[config.mk]
export PLATFORM = sky130hd
export DESIGN_NAME = proc_program_feeder
export DESIGN_NICKNAME = d
export VERILOG_FILES = /design/src/rtl/proc_program_feeder.sv
export SDC_FILE = /design/constraint.sdc
export NUM_CORES = 1
export LEC_CHECK = 0
export BUFFER_PORTS_ARGS = -buffer_cell sky130_fd_sc_hd__buf_2
export CAP_MARGIN = 25
export CELL_PAD_IN_SITES_DETAIL_PLACEMENT = 1
export CELL_PAD_IN_SITES_GLOBAL_PLACEMENT = 2
export CORE_UTILIZATION = 25
export CTS_BUF_LIST = sky130_fd_sc_hd__clkbuf_16
export CTS_CLUSTER_SIZE = 20
export DETAILED_ROUTE_END_ITERATION = 12
export PLACE_DENSITY = 0.58
export SYNTH_ARGS = -nofsm -noshare
export SYNTH_HDL_FRONTEND = slang
export SYNTH_SLANG_ARGS = --single-unit
[constraint.sdc]
create_clock -name Clock -period 2.4 [get_ports Clock]
set_clock_uncertainty 0.05 [all_clocks]
set_input_delay 0.36 -clock Clock [delete_from_list [all_inputs] [get_ports Clock]]
set_output_delay 0.36 -clock Clock [all_outputs]
set_load 0.03 [all_outputs]
[src/rtl/proc_program_feeder.sv]
// Program feeder: fetches 9-bit words from a synchronous program ROM and issues them to proc
// over DIN/Run, pacing on Done, with mvi immediates, HALT/end-of-program and a Done watchdog.
module proc_program_feeder #(
   parameter int AW       = 5,
   parameter int PROG_LEN = 32,
   parameter int TIMEOUT  = 15,
   parameter int CW       = 16
) (
   input  logic          Clock,
   input  logic          Reset,
   input  logic          Start,
   input  logic          Abort,
   input  logic          Done,
   input  logic [8:0]    MemData,
   output logic [AW-1:0] MemAddr,
   output logic [8:0]    DIN,
   output logic          Run,
   output logic          Busy,
   output logic          Halted,
   output logic          Error,
   output logic [CW-1:0] InstrCount
);

   localparam int              WW       = $clog2(TIMEOUT + 1);
   localparam logic [AW:0]     LAST_PC  = (AW+1)'(PROG_LEN - 1);
   localparam logic [AW:0]     END_PC   = (AW+1)'(PROG_LEN);
   localparam logic [AW:0]     PC_ONE   = (AW+1)'(1);
   localparam logic [CW-1:0]   CNT_ONE  = CW'(1);
   localparam logic [WW-1:0]   WD_ONE   = WW'(1);
   localparam logic [WW-1:0]   WD_LIMIT = WW'(TIMEOUT);
   localparam logic [2:0]      OP_MVI   = 3'b001;
   localparam logic [2:0]      OP_HALT  = 3'b111;

   typedef enum logic [3:0] {
      S_IDLE      = 4'd0,
      S_HALTED    = 4'd1,
      S_ERROR     = 4'd2,
      S_FETCH     = 4'd3,
      S_LATCH     = 4'd4,
      S_FETCH_IMM = 4'd5,
      S_LATCH_IMM = 4'd6,
      S_ISSUE     = 4'd7,
      S_WAIT_DONE = 4'd8
   } state_t;

   state_t        state_r, state_s;
   logic [AW:0]   pc_r, pc_s;
   logic [8:0]    instr_r, instr_s;
   logic [8:0]    imm_r, imm_s;
   logic [WW-1:0] wd_r, wd_s;
   logic [CW-1:0] count_s;
   logic          abort_r, abort_s;
   logic [8:0]    din_s;
   logic          run_s, busy_s, halted_s, error_s;

   // Next-state, program counter, instruction/immediate capture, watchdog and abort bookkeeping
   always_comb begin
      state_s = state_r;
      pc_s    = pc_r;
      instr_s = instr_r;
      imm_s   = imm_r;
      wd_s    = wd_r;
      count_s = InstrCount;
      abort_s = abort_r | Abort;
      case (state_r)
         S_IDLE, S_HALTED, S_ERROR: begin
            if (Start) begin
               state_s = S_FETCH;
               pc_s    = '0;
               count_s = '0;
               abort_s = 1'b0;
            end else begin
               state_s = state_r;
            end
         end
         S_FETCH: state_s = S_LATCH;
         S_LATCH: begin
            if (abort_s) begin
               state_s = S_IDLE;
               abort_s = 1'b0;
            end else if (MemData[8:6] == OP_HALT) begin
               state_s = S_HALTED;
            end else begin
               instr_s = MemData;
               pc_s    = pc_r + PC_ONE;
               if (MemData[8:6] == OP_MVI) begin
                  // an mvi in the last slot has no immediate word to read
                  if (pc_r == LAST_PC) begin
                     state_s = S_ERROR;
                  end else begin
                     state_s = S_FETCH_IMM;
                  end
               end else begin
                  state_s = S_ISSUE;
               end
            end
         end
         S_FETCH_IMM: state_s = S_LATCH_IMM;
         S_LATCH_IMM: begin
            imm_s   = MemData;
            pc_s    = pc_r + PC_ONE;
            state_s = S_ISSUE;
         end
         S_ISSUE: begin
            wd_s    = '0;
            state_s = S_WAIT_DONE;
         end
         S_WAIT_DONE: begin
            if (Done) begin
               count_s = InstrCount + CNT_ONE;
               if (abort_s) begin
                  state_s = S_IDLE;
                  abort_s = 1'b0;
               end else if (pc_r == END_PC) begin
                  state_s = S_HALTED;
               end else begin
                  state_s = S_FETCH;
               end
            end else if (wd_r == WD_LIMIT) begin
               state_s = S_ERROR;
            end else begin
               wd_s = wd_r + WD_ONE;
            end
         end
         default: state_s = S_IDLE;
      endcase
   end

   // Output decode from the upcoming state so every output leaves a flop
   always_comb begin
      run_s    = (state_s == S_ISSUE);
      busy_s   = !(state_s inside {S_IDLE, S_HALTED, S_ERROR});
      halted_s = (state_s == S_HALTED);
      error_s  = (state_s == S_ERROR);
      case (state_s)
         S_ISSUE: din_s = instr_s;
         S_WAIT_DONE: begin
            if (instr_s[8:6] == OP_MVI) begin
               din_s = imm_s;
            end else begin
               din_s = 9'd0;
            end
         end
         default: din_s = 9'd0;
      endcase
   end

   // State, datapath and output registers
   always_ff @(posedge Clock or posedge Reset) begin
      if (Reset) begin
         state_r    <= S_IDLE;
         pc_r       <= '0;
         instr_r    <= 9'd0;
         imm_r      <= 9'd0;
         wd_r       <= '0;
         abort_r    <= 1'b0;
         InstrCount <= '0;
         MemAddr    <= '0;
         DIN        <= 9'd0;
         Run        <= 1'b0;
         Busy       <= 1'b0;
         Halted     <= 1'b0;
         Error      <= 1'b0;
      end else begin
         state_r    <= state_s;
         pc_r       <= pc_s;
         instr_r    <= instr_s;
         imm_r      <= imm_s;
         wd_r       <= wd_s;
         abort_r    <= abort_s;
         InstrCount <= count_s;
         MemAddr    <= pc_s[AW-1:0];
         DIN        <= din_s;
         Run        <= run_s;
         Busy       <= busy_s;
         Halted     <= halted_s;
         Error      <= error_s;
      end
   end

endmodule

* Yosys cells after proc, flatten, opt, wreduce, memory -nomap -nowiden
Cells that the tools add are included.
** Cells by class
- Reduce and logical (&&, ||, !) cells :: 11
- $add $sub $neg :: 3
- Mux-type cells :: 29
- Bitwise logic cells :: 1
- Equal/unequal tests :: 24
** Operators with widths (number)
- 9-bit two-way mux :: 5
- 16-bit two-way mux :: 2
- 4-bit two-way mux :: 8
- 16-bit one-hot mux with 2 select lines :: 1
- 4-bit one-hot mux with 7 select lines :: 1
- 4-bit by 3-bit == test with 1-bit output (second input constant) :: 5
- 6-bit two-way mux :: 3
- 6-bit one-hot mux with 3 select lines :: 1
- 9-bit one-hot mux with 2 select lines :: 1
- 16-bit by 1-bit adder with 16-bit output (second input constant) :: 1
- 4-bit by 2-bit == test with 1-bit output (second input constant) :: 3
- 4-bit == test (second input constant) :: 3
- 2-bit != test (second input constant) :: 6
- 4-bit by 1-bit == test with 1-bit output (second input constant) :: 2
- 4-bit logical NOT :: 2
- 4-bit one-hot mux with 2 select lines :: 1
- 6-bit by 1-bit adder with 6-bit output (second input constant) :: 1
- 3-bit by 1-bit == test with 1-bit output (second input constant) :: 2
- 6-bit by 5-bit == test with 1-bit output (second input constant) :: 1
- 6-bit == test (second input constant) :: 1
- 3-bit AND reduction :: 2
- 3-bit nonzero test :: 2
- 4-bit by 1-bit adder with 4-bit output (second input constant) :: 1
- 2-bit two-way mux :: 2
- other kinds (9) :: 11
** Word-level totals
- Output and inout bits :: 34
- Bits in registers :: 62
- Word-level logic and storage cells :: 81
- Input bits :: 14

* Longest topological paths before layout
Gate-level depths: netlist of run 1.
- Depth after elaboration :: 9
- Gate-level depth with buffers :: 8
- Depth with buffers taken out :: 7

* Worst setup path after synthesis of run 1
No wires, ideal clock.
- Path kind :: register to register
- Start :: reg InstrCount[3]
- End :: reg InstrCount[15]
- Data required time :: 2272 ps
- Arrival :: 1911 ps
- Period minus slack after synthesis :: 2039 ps
- Library setup time :: 78 ps
- Buffers on the path :: 1
- Path slack :: 361 ps
- Stages on the path, launching flop included :: 7
- Cell sequence :: dfrtp_1 and4_1 buf_2 nand2_1 or3_1 or4_1 a21oi_1
** On the way
- Word-level cells in the longest chain between the ends :: 3
** RTL lines
- start, declared :: RTL line 21 : output logic [CW-1:0] InstrCount
- start signal, assigned :: RTL line 171 : InstrCount <= count_s;
- 16-bit by 1-bit adder with 16-bit output :: RTL line 110 : count_s = InstrCount + CNT_ONE;
- 16-bit two-way mux :: RTL line 109 : if (Done) begin
- 16-bit one-hot mux with 2 select lines :: RTL line 65 : case (state_r)
No other way between the ends. The select of a mux whose other input is x is not followed.
A chain may end at the register's enable or synchronous reset.

* Final worst setup path of run 1
- Start :: reg state_r[0]
- End :: reg InstrCount[13]
** On the way
- Word-level cells in the longest chain between the ends :: 4
- Elaborated cells on any way between the ends :: 10
- Those cells by class :: 5 x eq/ne; 1 x mux; 4 x reduce/logical
** RTL lines
- start, declared :: RTL line 46 : state_t state_r, state_s;
- start signal, assigned :: RTL line 165 : state_r <= state_s;
- 4-bit by 1-bit == test with 1-bit output, or another cell as far along :: RTL line 65
- 3-bit OR reduction :: RTL line 65
- 2-bit != test (no line) or 2-bit nonzero test (tied branches)
- 3-bit AND reduction (no line)
Parallel ways exist; a longest one is shown, timed or not.

==> impl_metrics.toml, run 1 <==
[run_status]
status = "complete, no violations"

[route]
routed_via_density = 4.66
ant_nets = 0
wl_um = 8310
drcViolationCount = 0
dr.pass1.iters = 4
wl_per_cell_um = 15.6
num_vias = 2486
drt_iter0_drc = 97

[timing]
tightest_slew_ns = 0.522
fin_tns_setup_ns = 0
fmax_ghz = 0.456
finalHoldViolCount = 0
maxSlewHeadroom_pct = 64.3
min_period_ns = 2.19
setup_slack_ns = 0.205
setup_violations = 0
rsz0062_at_grt = "false"
drv_slew = 0
post-route-period-util_pct = 91.4

[critical_path]
cp_max_fo = 12
cp.required_ns = 2.60
arrival_ns = 2.40
start_kind = "register"
endpoint_kind = "register"
crit_type = "reg -> reg"

[clock_tree]
clk_path_buf_depth = 2
cts_made_buffers = 9
cts_max_level = 3
cts_tree = "done"
clock_sinks = 62
clkTransAtPathRegs_ns = 0.06
cts_root_buf = "clkbuf_16"
worstSkewPairLatency_ns = 0.34
cts_setup_buffers = 0

[die]
core_region_area_sq_mm = 0.0121
initial_utilization_pct = 25.9
ios = 48
rows = 40
die_area_sq_mm = 0.0130
dieWidth_um = 114
fp.dieH_um = 114

[grt]
grt_first_pass_wirelength_um = 13600
grt_use_total_pct = 13.9
grt_pass1_vias = 2621
overflow = 0
antenna_found_initial = 0
grt_max_degree = 63

[synth]
synth_edf_count = 0
synthArstFlopShare_pct = 100
synth_area_sq_mm = 0.00313
yosys_most_used_dff = "dfrtp_1"
netlist_instances = 301
synth_nets = 319
synth.distinct_cells = 61
ys_warn_count = 0
synth.ff_latch_count = 62
syn_avg_cell_area_sq_um = 10.4
yosysSeqAreaShare_pct = 49.5

[power_and_ir_drop]
power_density_mw_per_mm2 = 1180
power_leakage_nw = 1.82
peakVddDrop_v = 0.000473
power_mw = 4.62

[layout]
drive_gt1_share_pct = 26.8
mostFrequentLayoutCell = "dfrtp_1"
final_cell_mix = "dfrtp_1, buf_2, inv_1, o21ai_0, nand2_1"
area_growth_pct = 25.0
nets = 379
finalNonFillerCells = 534
utilization_pct = 32.3
num_antenna_cells = 0

[placement]
place.gp.congestion = 0.737
hpwl_um = 6000
numPortBuffers = 47
pre_cts_slack_ns = 0.208
dp_cells = 518

[flow_run]
cap_violations = 0

[hold_path]
hold_path.class = "in -> async"
cells by family (layout without fill, tap and decap cells):
logic type               after synthesis  count (layout)  synth area share [%]
AO/OA/AOI/OAI                         74              74                  16.6
XOR/XNOR                               9               9                  2.52
adder cells (fa/ha/maj)                4               4                  1.60
buffers and inverters                 43             108                  6.39
flip-flops                            62              62                  49.5
multiplexers                          15              15                  4.87
AND/OR/NAND/NOR                       94              94                  18.5
stage by stage:
| step | hold slack [ns] | cell area (sq um) |
|---|---|---|
| 5_1_grt | 0.0602 | 3920 |
| 3_5_place_dp | 0.416 | 3630 |
| 6_report | 0.0351 | 3920 |
| 2_1_floorplan | 0.397 | 3130 |
| 3_3_place_gp | 0.415 | 3630 |
| 4_1_cts | 0.0468 | 3910 |
power breakdown:
group / internal, mW / switching (mW) / total, mW
Clock: 0.700 / 0.517 / 1.22
Combinational: 0.720 / 1.17 / 1.89
Sequential: 1.34 / 0.175 / 1.51
worst paths after layout:
kind                       slack (ns)  cells after the start             end  startpoint
max                              0.21                      5  InstrCount[13]  state_r[0]
min                              0.04                      3        imm_r[8]       Reset
max reg2reg                      0.21                      5  InstrCount[13]  state_r[0]
min reg2reg                      0.43                      2        imm_r[0]    imm_r[0]
max in group asynchronous        1.98                      3   InstrCount[2]       Reset
min in group Clock               0.22                      3        imm_r[0]  MemData[0]
flip-flops by register name (all words and copies together) (netlist names):
name and flops:
Busy 1, state_r 4, pc_r 6, instr_r 9
Halted 1, Error 1, Run 1, DIN 9
abort_r 1, wd_r 4, InstrCount 16, imm_r 9
worst max-delay path: stages, from the launching register on:
cell      delay, ns
dfrtp_1        0.54
nand3b_1       0.23
a21o_1         0.20
a211o_1        0.39
or4_1          0.53
a21oi_1        0.16
layout make-up:
class / count / area (sq um)
Sequential cell: 62 / 1550
Clock inverter: 7 / 50.0
Tap cell: 168 / 210
Inverter: 26 / 97.6
Fill cell: 1415 / 8200
Clock buffer: 9 / 225
Timing Repair Buffer: 66 / 390
Multi-Input combinational cell: 196 / 1390
metal layers:
layer	GRT usage (%)	wire, um	share of wire, %	vias to the layer above
met4	4.94	106	1.3	0
li1	-	-	-	1204
met3	4.14	300	3.6	9
met2	21.3	3820	46	34
met5	0	0	0	-
met1	18.5	4080	49	1239
cells in the mapped netlist, types with 4 or more instances:
library cell | instances | area (sq um)
dfrtp_1 | 62 | 1550
inv_1 | 26 | 97.6
o21ai_0 | 20 | 100
nand2_1 | 19 | 71.3
nor2_1 | 14 | 52.6
mux2i_1 | 13 | 130
a21oi_1 | 12 | 60.1
nand3_1 | 12 | 60.1
o32ai_1 | 8 | 70.1
buf_4 | 7 | 52.6
or3_1 | 7 | 43.8
xnor2_1 | 7 | 61.3
a2111oi_0 | 5 | 43.8
clkbuf_1 | 5 | 18.8
nor2b_1 | 5 | 31.3
buf_2 | 4 | 20.0
ha_1 | 4 | 50.1
nand2b_1 | 4 | 25.0
what timing repair did:
action,in CTS,in global routing
endpoints found under the setup margin,0,1
hold buffers,0,0
resized for setup,0,1
(Power assumes the default switching activity.)
==> inputs of run 2 (changes only) <==
--- a/config.mk
+++ b/config.mk
@@ -14,6 +14,7 @@
 export CTS_CLUSTER_SIZE = 20
 export DETAILED_ROUTE_END_ITERATION = 12
 export PLACE_DENSITY = 0.58
+export RECOVER_POWER = 50
 export SYNTH_ARGS = -nofsm -noshare
 export SYNTH_HDL_FRONTEND = slang
 export SYNTH_SLANG_ARGS = --single-unit
==> run 2 against run 1 <==
The flow now finishes with violations (max-capacitance violations, max-slew violations). Design area shrank 0.93%. Global-route usage is the same. Count of clock-buffer cells in the layout is the same. Maximum frequency shrank 0.59%. Sequential share of layout area grew 0.37 points. Flip-flop and latch count is the same. Setup slack lost 0.013 ns. Wire length grew 0.23%. Non-clock buffer count is the same. Critical path depth is the same. Final cell count is the same. Largest power group unchanged. Highest routed layer unchanged.
==> impl_metrics.toml, run 2 (synthesis results as in run 1) <==
[route]
dr.pass1.iters = 4
drcViolationCount = 0
num_vias = 2468
ant_nets = 0
wl_um = 8330
drt_iter0_drc = 102
wl_per_cell_um = 15.6
routed_via_density = 4.62

[die]
die_area_sq_mm = 0.0130
ios = 48
core_region_area_sq_mm = 0.0121
dieWidth_um = 114
rows = 40
fp.dieH_um = 114
initial_utilization_pct = 25.9

[critical_path]
cp_max_fo = 12
cp_top_family = "simple AND/OR/NAND/NOR gates"
worstPathCellList = "nand3b_1 > a21o_1 > a211o_1 > or4_1 > a21oi_1"
worst-path-buf-inv = 0
cp.required_ns = 2.60
crit_type = "reg -> reg"
slowest_delay_ns = 0.54
start_kind = "register"
path_depth = 5
arrival_ns = 2.41
endpoint_kind = "register"
r2r_cells = 5
slowest_stage = "dfrtp_1"

[timing]
hold-worst-slack_ns = 0.226
fin_tns_setup_ns = 0
post-route-period-util_pct = 92.0
setup_slack_ns = 0.192
finalHoldViolCount = 0
tightest_slew_ns = 1.60
drv_slew = 63
maxSlewHeadroom_pct = -6.99
min_period_ns = 2.21
fmax_ghz = 0.453
rsz0062_at_grt = "false"
setup_violations = 0

[clock_tree]
clkTransAtPathRegs_ns = 0.06
cts_max_level = 3
clk_path_buf_depth = 2
clock_sinks = 62
worstSkewPairLatency_ns = 0.34
cts_root_buf = "clkbuf_16"
cts_tree = "done"
cts_made_buffers = 9

[layout]
final_cell_mix = "dfrtp_1, buf_2, inv_1, o21ai_0, nand2_1"
num_antenna_cells = 0
drive_gt1_share_pct = 21.9
finalNonFillerCells = 534
nets = 379
area_growth_pct = 23.8
largest_reg_flops = 16
top_register = "InstrCount"
mostFrequentLayoutCell = "dfrtp_1"
utilization_pct = 32.0

[power_and_ir_drop]
power_density_mw_per_mm2 = 1190
power_leakage_nw = 1.74
peakVddDrop_v = 0.000473

[grt]
grt_max_degree = 63
grt_pass1_vias = 2621
antenna_found_initial = 0
grt_use_total_pct = 13.9
grt_first_pass_wirelength_um = 13600
overflow = 0

[run_status]
violations = "max-capacitance violations, max-slew violations"
status = "complete, but fails checks"

[placement]
dp_cells = 518
hpwl_um = 6000
place.gp.congestion = 0.737
numPortBuffers = 47
pre_cts_slack_ns = 0.208

[hold_path]
hold_path.class = "in -> reg"
whs_path_depth = 3

[flow_run]
cap_violations = 1
[run 2: changes by cell type in the layout (fill, tap and decap cells not counted), sizes merged]
cell | previous run | this run
buf | 66 | 48
clkbuf | 9 | 27
[run 2: final cells by class]
type	instances	area (sq um)
multi-input cells	196	1390
fillers	1419	8230
well taps	168	210
flip-flops and latches	62	1550
inverters	26	97.6
clock buffers	9	225
repair buffers	66	354
clock inverters	7	50.0
[run 2: layer usage]
metal	global-route usage [%]	wire [um]	up-vias
met2	21.3	3840	34
met1	18.5	4080	1225
met4	4.94	107	0
li1	-	-	1200
met5	0	0	-
met3	4.14	298	9
[run 2: repair_timing]
item	in CTS	in global routing
hold buffers	0	0
resized for setup	0	1
endpoints found under the setup margin	0	1
setup buffers	0	0
[run 2: where the power goes]
| group | switching (mW) | total (mW) | internal (mW) |
|---|---|---|---|
| Combinational | 1.17 | 1.87 | 0.698 |
| Clock | 0.515 | 1.21 | 0.700 |
| Sequential | 0.176 | 1.51 | 1.34 |
[run 2: worst paths after layout]
kind                                  end       start  slack [ns]
setup / recovery           InstrCount[13]  state_r[0]        0.19
hold / removal                   imm_r[0]  MemData[0]        0.23
setup reg to reg           InstrCount[13]  state_r[0]        0.19
hold reg to reg                  imm_r[0]    imm_r[0]        0.43
max in group asynchronous   InstrCount[7]       Reset        0.81
min in group asynchronous          DIN[7]       Reset        0.53
[run 2: through the flow]
step | total power, mW | area [sq um]
6_report | 4.60 | 3880
3_5_place_dp | 3.46 | 3630
2_1_floorplan | 2.82 | 3130
3_3_place_gp | 3.44 | 3630
4_1_cts | 4.72 | 3910
5_1_grt | 4.93 | 3880
[run 2: worst reg2reg max path, delay by kind of cell, from the launching register on]
kind            cells  cell delay, ns
simple gates        2            0.78
flops               1            0.54
compound gates      3            0.76
